[src/rtl/ram_arbiter_if.sv]
// ram_arbiter_if: requester, RAM and status signals of the two-port RAM arbiter.
//   slave  modport - the arbiter: consumes req/we/addr/wdata and ram_dout,
//                    drives ack/rdata, ram_addr/ram_din/ram_we, busy, owner.
//   master modport - the environment (requesters plus RAM).
interface ram_arbiter_if;
   localparam int unsigned ADDR_W = 8;
   localparam int unsigned DATA_W = 16;

   // requester 0
   logic              req0;
   logic              we0;
   logic [ADDR_W-1:0] addr0;
   logic [DATA_W-1:0] wdata0;
   logic              ack0;
   logic [DATA_W-1:0] rdata0;

   // requester 1
   logic              req1;
   logic              we1;
   logic [ADDR_W-1:0] addr1;
   logic [DATA_W-1:0] wdata1;
   logic              ack1;
   logic [DATA_W-1:0] rdata1;

   // RAM side
   logic [ADDR_W-1:0] ram_addr;
   logic [DATA_W-1:0] ram_din;
   logic              ram_we;
   logic [DATA_W-1:0] ram_dout;

   // status
   logic              busy;
   logic              owner;

   modport slave (
      input  req0, we0, addr0, wdata0,
      input  req1, we1, addr1, wdata1,
      input  ram_dout,
      output ack0, rdata0, ack1, rdata1,
      output ram_addr, ram_din, ram_we,
      output busy, owner
   );

   modport master (
      output req0, we0, addr0, wdata0,
      output req1, we1, addr1, wdata1,
      output ram_dout,
      input  ack0, rdata0, ack1, rdata1,
      input  ram_addr, ram_din, ram_we,
      input  busy, owner
   );
endinterface

[src/rtl/ram_arbiter.sv]
// ram_arbiter: shares one single-port RAM between two requesters.
// Each grant runs IDLE -> SERVE -> RESP; the RAM is driven during SERVE, the
// owner's ack pulses during RESP and read data is captured at the SERVE->RESP edge.
// Ports:
//   clk    - rising-edge clock
//   rst_n  - synchronous active-low reset
//   bus    - ram_arbiter_if.slave (requester handshakes, RAM port, busy/owner)
// Build option:
//   RAM_ARB_FIXED_PRIO_EN - when defined, simultaneous requests always go to
//                           requester 0; otherwise ties alternate (round-robin).
module ram_arbiter (
   input  logic           clk,
   input  logic           rst_n,
   ram_arbiter_if.slave   bus
);
   localparam int unsigned ADDR_W = 8;
   localparam int unsigned DATA_W = 16;

   typedef enum logic [1:0] {
      IDLE  = 2'd0,
      SERVE = 2'd1,
      RESP  = 2'd2
   } state_t;

   typedef struct packed {
      logic              we;
      logic [ADDR_W-1:0] addr;
      logic [DATA_W-1:0] wdata;
   } req_t;

   state_t            state;
   logic              lat_we;
   logic              owner_q;
   logic              busy_q;
   logic              ack0_q;
   logic              ack1_q;
   logic [DATA_W-1:0] rdata0_q;
   logic [DATA_W-1:0] rdata1_q;
   logic [ADDR_W-1:0] ram_addr_q;
   logic [DATA_W-1:0] ram_din_q;
   logic              ram_we_q;

   logic              any_req_c;
   logic              grant_c;
   req_t              win_c;

   // Winner selection for the next IDLE->SERVE edge.
   always_comb begin
      any_req_c = bus.req0 | bus.req1;
      grant_c   = owner_q;
      if (bus.req0 && bus.req1) begin
`ifdef RAM_ARB_FIXED_PRIO_EN
         grant_c = 1'b0;
`else
         grant_c = ~owner_q;
`endif
      end else if (bus.req0) begin
         grant_c = 1'b0;
      end else if (bus.req1) begin
         grant_c = 1'b1;
      end
   end

   // Winner's request payload.
   always_comb begin
      if (grant_c) begin
         win_c = '{we: bus.we1, addr: bus.addr1, wdata: bus.wdata1};
      end else begin
         win_c = '{we: bus.we0, addr: bus.addr0, wdata: bus.wdata0};
      end
   end

   // FSM with registered outputs; ram_addr/ram_din double as the latched request.
   always_ff @(posedge clk) begin
      if (!rst_n) begin
         state      <= IDLE;
         lat_we     <= 1'b0;
         owner_q    <= 1'b1;
         busy_q     <= 1'b0;
         ack0_q     <= 1'b0;
         ack1_q     <= 1'b0;
         rdata0_q   <= '0;
         rdata1_q   <= '0;
         ram_addr_q <= '0;
         ram_din_q  <= '0;
         ram_we_q   <= 1'b0;
      end else begin
         case (state)
            IDLE: begin
               if (any_req_c) begin
                  state      <= SERVE;
                  busy_q     <= 1'b1;
                  owner_q    <= grant_c;
                  lat_we     <= win_c.we;
                  ram_addr_q <= win_c.addr;
                  ram_din_q  <= win_c.wdata;
                  ram_we_q   <= win_c.we;
               end
            end
            SERVE: begin
               state    <= RESP;
               ram_we_q <= 1'b0;
               if (owner_q) begin
                  ack1_q <= 1'b1;
               end else begin
                  ack0_q <= 1'b1;
               end
               // ram_dout is combinational on ram_addr, valid during SERVE.
               if (!lat_we) begin
                  if (owner_q) begin
                     rdata1_q <= bus.ram_dout;
                  end else begin
                     rdata0_q <= bus.ram_dout;
                  end
               end
            end
            RESP: begin
               state  <= IDLE;
               ack0_q <= 1'b0;
               ack1_q <= 1'b0;
               busy_q <= 1'b0;
            end
            default: begin
               state    <= IDLE;
               ack0_q   <= 1'b0;
               ack1_q   <= 1'b0;
               busy_q   <= 1'b0;
               ram_we_q <= 1'b0;
            end
         endcase
      end
   end

   assign bus.ack0     = ack0_q;
   assign bus.ack1     = ack1_q;
   assign bus.rdata0   = rdata0_q;
   assign bus.rdata1   = rdata1_q;
   assign bus.ram_addr = ram_addr_q;
   assign bus.ram_din  = ram_din_q;
   assign bus.ram_we   = ram_we_q;
   assign bus.busy     = busy_q;
   assign bus.owner    = owner_q;

endmodule
[src/flat_wrapper.sv]
// flat-port wrapper written by rule: the top's interface ports become plain ports
module ram_arbiter_flat 
  (clk, rst_n, bus_req0, bus_we0, bus_addr0, bus_wdata0, bus_req1, bus_we1, bus_addr1, bus_wdata1, bus_ram_dout, bus_ack0, bus_rdata0, bus_ack1, bus_rdata1, bus_ram_addr, bus_ram_din, bus_ram_we, bus_busy, bus_owner);
  ram_arbiter_if bus_i ();
  input  logic clk;
  input  logic rst_n;
  input wire logic [$bits(bus_i.req0)-1:0] bus_req0;
  input wire logic [$bits(bus_i.we0)-1:0] bus_we0;
  input wire logic [$bits(bus_i.addr0)-1:0] bus_addr0;
  input wire logic [$bits(bus_i.wdata0)-1:0] bus_wdata0;
  input wire logic [$bits(bus_i.req1)-1:0] bus_req1;
  input wire logic [$bits(bus_i.we1)-1:0] bus_we1;
  input wire logic [$bits(bus_i.addr1)-1:0] bus_addr1;
  input wire logic [$bits(bus_i.wdata1)-1:0] bus_wdata1;
  input wire logic [$bits(bus_i.ram_dout)-1:0] bus_ram_dout;
  output wire logic [$bits(bus_i.ack0)-1:0] bus_ack0;
  output wire logic [$bits(bus_i.rdata0)-1:0] bus_rdata0;
  output wire logic [$bits(bus_i.ack1)-1:0] bus_ack1;
  output wire logic [$bits(bus_i.rdata1)-1:0] bus_rdata1;
  output wire logic [$bits(bus_i.ram_addr)-1:0] bus_ram_addr;
  output wire logic [$bits(bus_i.ram_din)-1:0] bus_ram_din;
  output wire logic [$bits(bus_i.ram_we)-1:0] bus_ram_we;
  output wire logic [$bits(bus_i.busy)-1:0] bus_busy;
  output wire logic [$bits(bus_i.owner)-1:0] bus_owner;
  assign bus_i.req0 = bus_req0;
  assign bus_i.we0 = bus_we0;
  assign bus_i.addr0 = bus_addr0;
  assign bus_i.wdata0 = bus_wdata0;
  assign bus_i.req1 = bus_req1;
  assign bus_i.we1 = bus_we1;
  assign bus_i.addr1 = bus_addr1;
  assign bus_i.wdata1 = bus_wdata1;
  assign bus_i.ram_dout = bus_ram_dout;
  assign bus_ack0 = bus_i.ack0;
  assign bus_rdata0 = bus_i.rdata0;
  assign bus_ack1 = bus_i.ack1;
  assign bus_rdata1 = bus_i.rdata1;
  assign bus_ram_addr = bus_i.ram_addr;
  assign bus_ram_din = bus_i.ram_din;
  assign bus_ram_we = bus_i.ram_we;
  assign bus_busy = bus_i.busy;
  assign bus_owner = bus_i.owner;
  ram_arbiter u_core (.clk(clk), .rst_n(rst_n), .bus(bus_i));
endmodule
[config.mk]
export PLATFORM = sky130hd
export DESIGN_NAME = ram_arbiter_flat
export DESIGN_NICKNAME = d
export VERILOG_FILES = /design/src/rtl/ram_arbiter_if.sv /design/src/rtl/ram_arbiter.sv /design/src/flat_wrapper.sv
export SDC_FILE = /design/constraint.sdc
export NUM_CORES = 1
export LEC_CHECK = 0
export ABC_AREA = 1
export CAP_MARGIN = 10
export CORE_ASPECT_RATIO = 0.6
export CORE_MARGIN = 2
export CORE_UTILIZATION = 43
export DETAILED_ROUTE_END_ITERATION = 10
export GPL_ROUTABILITY_DRIVEN = 0
export GPL_TIMING_DRIVEN = 1
export PLACE_DENSITY = 0.89
export SLEW_MARGIN = 0
export SYNTH_ARGS = -nofsm -noshare
export SYNTH_HDL_FRONTEND = slang
export SYNTH_SLANG_ARGS = --single-unit
[constraint.sdc]
create_clock -name clk -period 2.54 [get_ports clk]
set_input_delay 0.508 -clock clk [delete_from_list [all_inputs] [get_ports clk]]
set_output_delay 0.508 -clock clk [all_outputs]
set_load 0.05 [all_outputs]
Yosys cells after proc, flatten, opt, wreduce, memory -nomap -nowiden
Cells that the tools add are included.

storage, ports and cells
  flip-flop bits (word level) = 64
  input bits = 70
  word-level logic and storage cells = 45

cells by class
  equality and inequality tests = 5
  multiplexer cells = 14
  bitwise operators = 6
  reductions and logical operators = 9

operator list
  kind                  number
  $mux W25              1
  $reduce_and A2 Y1     5
  $pmux W1 S2           4
  $mux W1               7
  $reduce_and A3 Y1     2
  $not A1 Y1            5
  $ne A2 B1 Y1 const B  2
  $pmux W2 S2           1
  $eq A2 B1 Y1 const B  1
  $eq A2 B2 Y1 const B  1
  $logic_not A2 Y1      1
  $mux W2               1
  $ne A2 B2 Y1 const B  1
  $logic_and A1 B1 Y1   1
  $or A1 B1 Y1          1

Logic depth before layout (Yosys ltp)
Gate-level depths: netlist of the first run.

  depth in word-level cells = 6
  mapped depth = 9

Least setup slack after synthesis of the first run
No wires, ideal clock.

  kind = reg-to-reg
  from = reg u_core.owner_q (netlist: u_core.bus.owner)
  to = reg u_core.ram_addr_q[0] (netlist: u_core.bus.ram_addr[0])
  setup time = 0.109 ns
  data arrival time = 1.441 ns
  data required time = 2.431 ns
  path slack = 0.990 ns
  stages on the path, launching flop included = 9
  path buffers = 1
  period minus slack after synthesis = 1.550 ns
  path through = dfxtp_1 -> nand2_1 -> nand2_4 -> inv_2 -> buf_6 -> nand2_1 -> nand3_1 -> nand2_1 -> inv_1

between the ends
  cells in the longest elaborated chain, start to end = 4
  elaborated cells on any way between the ends = 5
  those cells by class = mux: 4; bitwise: 1

ends and longest elaborated chain
  what                      RTL line           RTL
  start: declaration        ram_arbiter.sv:33  logic owner_q;
  start signal: assignment  ram_arbiter.sv:93  owner_q <= grant_c;
  $mux W1                   ram_arbiter.sv:59  end else if (bus.req1) begin
  $mux W1                   ram_arbiter.sv:57  end else if (bus.req0) begin
  $mux W1 (*)               ram_arbiter.sv:51  if (bus.req0 && bus.req1) begin
  $mux W25 (*)              ram_arbiter.sv:66  if (grant_c) begin
  end signal: assignment    ram_arbiter.sv:95  ram_addr_q <= win_c.addr;
  end: declaration          ram_arbiter.sv:39  logic [ADDR_W-1:0] ram_addr_q;

Every way passes the cells marked *; elsewhere a longest branch is shown, timed or not.
A chain may end at the register's enable or synchronous reset.

Worst setup path in the final report of the first run
  from = reg u_core.owner_q (netlist: u_core.bus.owner)
  to = out bus_owner

RTL lines
  what              RTL line            RTL
  end: declaration  flat_wrapper.sv:24  output wire logic [$bits(bus_i.owner)-1:0] bus_owner;

No word-level cell between the ends.

==> qor.yml, run 1 <==
status:
  outcome: "completed"
critical_path:
  path_delay_family: "buffers and inverters"
  cpPeakStageDelay_ps: 880
  critPathRequiredTime_ps: 2030
  start_kind: "register"
  crit_path_top_delay_cell: "clkdlybuf4s50_1"
  worstSetupEndpointType: "output port"
  path_max_fanout: 7
  crit_chain: "clkdlybuf4s50_1"
  crit_buf_inv: 1
  critPathArrivalTime_ps: 1680
  crit_type: "register to output port"
clock_network:
  clk_path_buf_depth: 2
  cts_tree: "yes"
  post-cts-setup-buffer-count: 0
  cts_sinks: 64
  clock_tree.root_cell: "clkbuf_8"
  htreeDepth: 3
  cts_resized: 0
  holdBufCountCts: 0
  cts_buffers: 9
  clk_latency_ps: 320
  clkTransAtPathRegs_ps: 70
floorplan:
  io_pins: 131
  rows: 22
  die_w_um: 106
  core-area_mm2: 0.00608
  die_area_mm2: 0.00691
  start_util: 0.441
  die_h_um: 65.2
sta:
  setup_ws_ps: 347
  rsz0062_at_grt: "false"
  slew_headroom: 0.631
  fin_crit_sh: 0.863
  min_period_ps: 2190
  fmax_mhz: 456
  final.setup.tns_ps: 0
  finalSetupViolCount: 0
  slew_viol_final: 0
  finClkSkew_ps: 6.80
  worstMarginPinSlew_ps: 552
  hold_violations: 0
yosys:
  synth_area_mm2: 0.00268
  synth_common_cells: "101 x nand2_1, 84 x nor2_1, 64 x dfxtp_1, 42 x nand3_1, 30 x inv_1"
  seq_area_frac_synth: 0.477
  synth_cell_types: 19
  syn_area_per_cell_um2: 6.85
  synth_nets: 462
  synth_seq_cells: 64
  synth_area_leader_cell: "dfxtp_1"
  post-synth-top-count-cell: "nand2_1"
  synthCells: 392
  synth_flop_cell: "dfxtp_1"
  yosys_warnings: 0
  synth_edf_count: 0
  ys_async_sr_fraction: 0
  synth_area_leaders: "dfxtp_1 48%, nand2_1 14%, nor2_1 12%, nand3_1 7.8%, inv_1 4.2%"
  yosysTopAreaCellShare: 0.477
route:
  avgRoutedWirePerCell_um: 13.2
  drc: 0
  first_iter_violations: 126
  wl_mm: 7.99
  dr.pass1.iters: 5
  viasPerCell: 4.82
  num_vias: 2919
  detail-route-antenna-nets: 0
placement:
  dp_slack_ps: 405
  dpl.cell_count: 591
  dpl.hpwl_mm: 5.81
  io_buffers: 130
hold_path:
  hold_path.class: "register to register"
finish:
  drive_above_1_share: 0.0575
  fin_util: 0.695
  diodes: 0
  area_growth_pct: 57.4
  nets: 588
  finalNonFillerCells: 606
power:
  powerDensity_mw_per_mm2: 701
  pwr-share-seq: 0.388
  p_sw_mw: 1.04
  comb_power_share: 0.323
  clockPowerShare: 0.289
  p_int_mw: 1.92
  peakVddDrop_mv: 0.403
  leakage_nw: 1.85
  p_sw_frac: 0.352
  p_total_mw: 2.96
run:
  drv_cap: 0
grt:
  gr-usage-all-layers: 0.238
  antenna_found_initial: 0
  grt_max_degree: 52
  grt_pass1_wl_mm: 13.1
  grt_pass1_vias: 2845
  overflow: 0
## final cells by class
type | count | area, um2
clock buffers | 10 | 138
clock inverters | 5 | 57.6
fillers | 505 | 1860
inverters | 35 | 131
multi-input cells | 273 | 1160
flip-flops and latches | 64 | 1280
well taps | 84 | 105
repair buffers | 135 | 1350
## per-stage QoR
step                      cell area [um2]  hold WS (ps)
after global placement               4030           449
after global routing                 4230           489
after CTS                            4230           464
after floorplan                      2680           464
final                                4230           463
after detailed placement             4030           456
## layout by cell type, fill, tap and decap left out, drive strengths merged, types with 3 or more instances in the layout
master         instances
o21ai                 17
nand2                104
inv                   35
dfxtp                 64
nand3                 42
clkinvlp               3
buf                    5
clkdlybuf4s50        130
clkbuf                10
a21oi                 22
nor2                  86
## path summary, 6_finish.rpt
| path | slack (ps) | cells after the start | endpoint | start |
|---|---|---|---|---|
| hold / removal | 460 | 2 | u_core.bus.rdata0[3] | u_core.bus.rdata0[3] |
| setup / recovery | 350 | 1 | bus_owner | u_core.bus.owner |
| hold reg to reg | 460 | 2 | u_core.bus.rdata0[3] | u_core.bus.rdata0[3] |
| setup reg to reg | 890 | 8 | u_core.bus.ram_din[2] | u_core.bus.owner |
## flip-flops by register name, summed over array words and instances (netlist names)
name	cells
u_core.bus.ack0	1
u_core.bus.ack1	1
u_core.bus.busy	1
u_core.bus.owner	1
u_core.bus.ram_addr	8
u_core.bus.ram_din	16
u_core.bus.ram_we	1
u_core.bus.rdata0	16
u_core.bus.rdata1	16
u_core.lat_we	1
u_core.state	2
## layer usage
layer	GRT usage	wire (um)	share of wire
met5	0	0	0
met4	0.0822	136	0.017
met3	0.0595	429	0.054
met2	0.402	3810	0.48
met1	0.302	3610	0.45
## power groups by stage
stage,sequential [mW],combinational [mW],clock (mW)
2_1_floorplan,1.47,0.302,0
5_1_grt,1.16,1.03,0.918
6_report,1.15,0.958,0.855
3_5_place_dp,1.17,0.955,0
3_3_place_gp,1.17,0.935,0
4_1_cts,1.15,0.961,0.876
## logic make-up (layout without fill, tap and decap cells)
logic type / count (synthesis) / in the layout / synth area share
buffers and inverters: 55 / 185 / 0.0900
AND/OR/NAND/NOR: 233 / 233 / 0.357
flip-flops: 64 / 64 / 0.477
AO/OA/AOI/OAI: 40 / 40 / 0.0755
Power figures use the tool's default switching activity.
==> run 2, diff against run 1 <==
Settings changed: CORE_UTILIZATION 43 to 40, PLACE_DENSITY 0.89 to 0.84.
==> run 2 against run 1 <==
Net effect: utilization shrank 4.7 points; hold slack better by 2.4 ps; register-to-register slack improved by 70 ps; setup slack better by 26 ps; non-clock buffer count fell by 1; routed wire length fell by 5.0%.
==> qor.yml, run 2 (synthesized netlist as in run 1, its figures left out) <==
sta:
  slew_headroom: 0.622  # was 0.631
  fin_crit_sh: 0.853  # was 0.863
  finClkSkew_ps: 12.1  # was 6.80 ps
  min_period_ps: 2170  # was 2190 ps
  worstMarginPinSlew_ps: 565  # was 552 ps
  slew_viol_final: 0  # unchanged
  final.setup.tns_ps: 0  # unchanged
  rsz0062_at_grt: "false"  # unchanged
  finalSetupViolCount: 0  # unchanged
  fmax_mhz: 461  # was 456 MHz
  setup_ws_ps: 373  # was 347 ps
  hold_violations: 0  # unchanged
finish:
  fillCellCount: 581  # was 505
  diodes: 0  # unchanged
  final_common_cell: "clkdlybuf4s50_1"  # unchanged
  drive_above_1_share: 0.0575  # unchanged
  area_growth_pct: 59.0  # was 57.4%
  layout_common_cells: "130 x clkdlybuf4s50_1, 101 x nand2_1, 84 x nor2_1, 64 x dfxtp_1, 42 x nand3_1"  # unchanged
  nets: 587  # was 588
grt:
  gr-usage-met1: 0.279  # was 0.302
  grt_pass1_wl_mm: 11.9  # was 13.1 mm
  grt_pass1_vias: 2591  # was 2,845
  overflow: 0  # unchanged
  use_met2: 0.326  # was 0.402
  gr-usage-all-layers: 0.210  # was 0.238
  met3_usage: 0.0656  # was 0.0595
  grt_max_degree: 42  # was 52
  antenna_found_initial: 0  # unchanged
  grt_most_used_layer: "met2"  # unchanged
floorplan:
  die_area_mm2: 0.00740  # was 0.00691 mm2
  io_pins: 131  # unchanged
  core-area_mm2: 0.00659  # was 0.00608 mm2
  rows: 23  # was 22
  die_h_um: 67.5  # was 65.2 um
  die_w_um: 110  # was 106 um
  start_util: 0.407  # was 0.441
clock_network:
  clk_latency_ps: 340  # was 320 ps
  holdBufCountCts: 0  # unchanged
  cts_resized: 0  # unchanged
  cts_tree: "yes"  # unchanged
  clock_tree.root_cell: "clkbuf_8"  # unchanged
  post-cts-setup-buffer-count: 0  # unchanged
  cts_buffers: 9  # unchanged
  cts_sinks: 64  # unchanged
  clkTransAtPathRegs_ps: 70  # about the same
  clk_path_buf_depth: 2  # unchanged
  htreeDepth: 3  # unchanged
placement:
  io_buffers: 130  # unchanged
  dpl.hpwl_mm: 5.49  # was 5.81 mm
  dp_slack_ps: 420  # was 405 ps
critical_path:
  start_kind: "register"  # unchanged
  worstSetupEndpointType: "output port"  # unchanged
  r2r-start: "u_core.bus.owner"  # unchanged
  rrSetupSlack_ps: 960  # was 890 ps
  path_depth: 1  # unchanged
  crit_path_top_delay_cell: "clkdlybuf4s50_1"  # unchanged
  path_delay_family: "buffers and inverters"  # unchanged
  crit_chain: "clkdlybuf4s50_1"  # unchanged
  r2r_end: "u_core.bus.ram_din[3]"  # was u_core.bus.ram_din[2]
  crit_buf_inv: 1  # unchanged
  worstRegToRegCells: 8  # unchanged
  critPathArrivalTime_ps: 1660  # was 1680 ps
  critPathRequiredTime_ps: 2030  # about the same
  crit_type: "register to output port"  # unchanged
  cpPeakStageDelay_ps: 870  # was 880 ps
  path_max_fanout: 7  # unchanged
power:
  peakVddDrop_mv: 0.331  # was 0.403 mV
  leakage_nw: 1.88  # was 1.85 nW
  comb_power_share: 0.308  # was 0.323
  pwr-share-seq: 0.373  # was 0.388
  p_sw_frac: 0.341  # was 0.352
  powerDensity_mw_per_mm2: 723  # was 701 mW/mm2
  p_sw_mw: 1.05  # was 1.04 mW
  clockPowerShare: 0.319  # was 0.289
  p_int_mw: 2.03  # was 1.92 mW
route:
  drc: 0  # unchanged
  first_iter_violations: 106  # was 126
  viasPerCell: 4.73  # was 4.82
  num_vias: 2878  # was 2,919
  detail-route-antenna-nets: 0  # unchanged
  wl_mm: 7.59  # was 7.99 mm
  dr.pass1.iters: 5  # unchanged
  avgRoutedWirePerCell_um: 12.5  # was 13.2 um
hold_path:
  hold_path.class: "register to register"  # unchanged
  worstHoldStart: "u_core.bus.rdata0[5]"  # was u_core.bus.rdata0[3]
  hold_end: "u_core.bus.rdata0[5]"  # was u_core.bus.rdata0[3]
  hold_depth: 2  # unchanged
run:
  drv_cap: 0  # unchanged
status:
  outcome: "completed"  # unchanged
run 2: worst max-delay path by stage:
stage	startpoint	end	slack [ps]
5_1_grt	u_core.bus.owner	bus_owner	300
3_3_place_gp	bus_req0	u_core.bus.ram_din[6]	510
6_report	u_core.bus.owner	bus_owner	370
3_5_place_dp	bus_req0	u_core.bus.ram_din[8]	420
2_1_floorplan	u_core.bus.owner	u_core.bus.ram_addr[0]	990
4_1_cts	u_core.bus.owner	bus_owner	340
run 2: final cells by class:
cell class | count | area [um2] | area share
repair buffers | 134 | 1360 | 0.318
multi-input cells | 273 | 1160 | 0.272
flip-flops and latches | 64 | 1280 | 0.300
inverters | 35 | 131 | 0.0308
clock inverters | 6 | 91.3 | 0.0214
clock buffers | 10 | 138 | 0.0322
well taps | 87 | 109 | 0.0255
run 2: per-layer routing:
metal,vias to the layer above,part of all wire
li1,1463,-
met1,1301,0.47
met2,109,0.44
met3,5,0.079
met4,0,0.0067
met5,-,0
run 2: tightest hold or removal path, delay by kind of cell (launching register included):
family | cells | cell delay (ps)
AO/OA/AOI/OAI | 1 | 50
AND/OR/NAND/NOR | 1 | 60
flip-flops | 1 | 310
run 2: metrics by stage:
step | instances | utilization | total power [mW] | hold WS (ps) | instance area (um2)
after detailed placement | 593 | 0.613 | 2.12 | 453 | 4040
after global routing | 609 | 0.648 | 3.24 | 477 | 4270
after floorplan | 392 | - | 1.78 | 464 | 2680
final | 609 | 0.648 | 3.09 | 465 | 4270
after global placement | 593 | 0.613 | 2.11 | 449 | 4040
after CTS | 609 | 0.648 | 3.12 | 466 | 4270
run 2: power groups by stage:
stage / sequential [mW] / clock [mW] / combinational [mW]
after global placement: 1.17 / 0 / 0.937
after floorplan: 1.47 / 0 / 0.302
after global routing: 1.16 / 1.05 / 1.03
after CTS: 1.15 / 1.01 / 0.955
after detailed placement: 1.17 / 0 / 0.950
final: 1.15 / 0.985 / 0.951
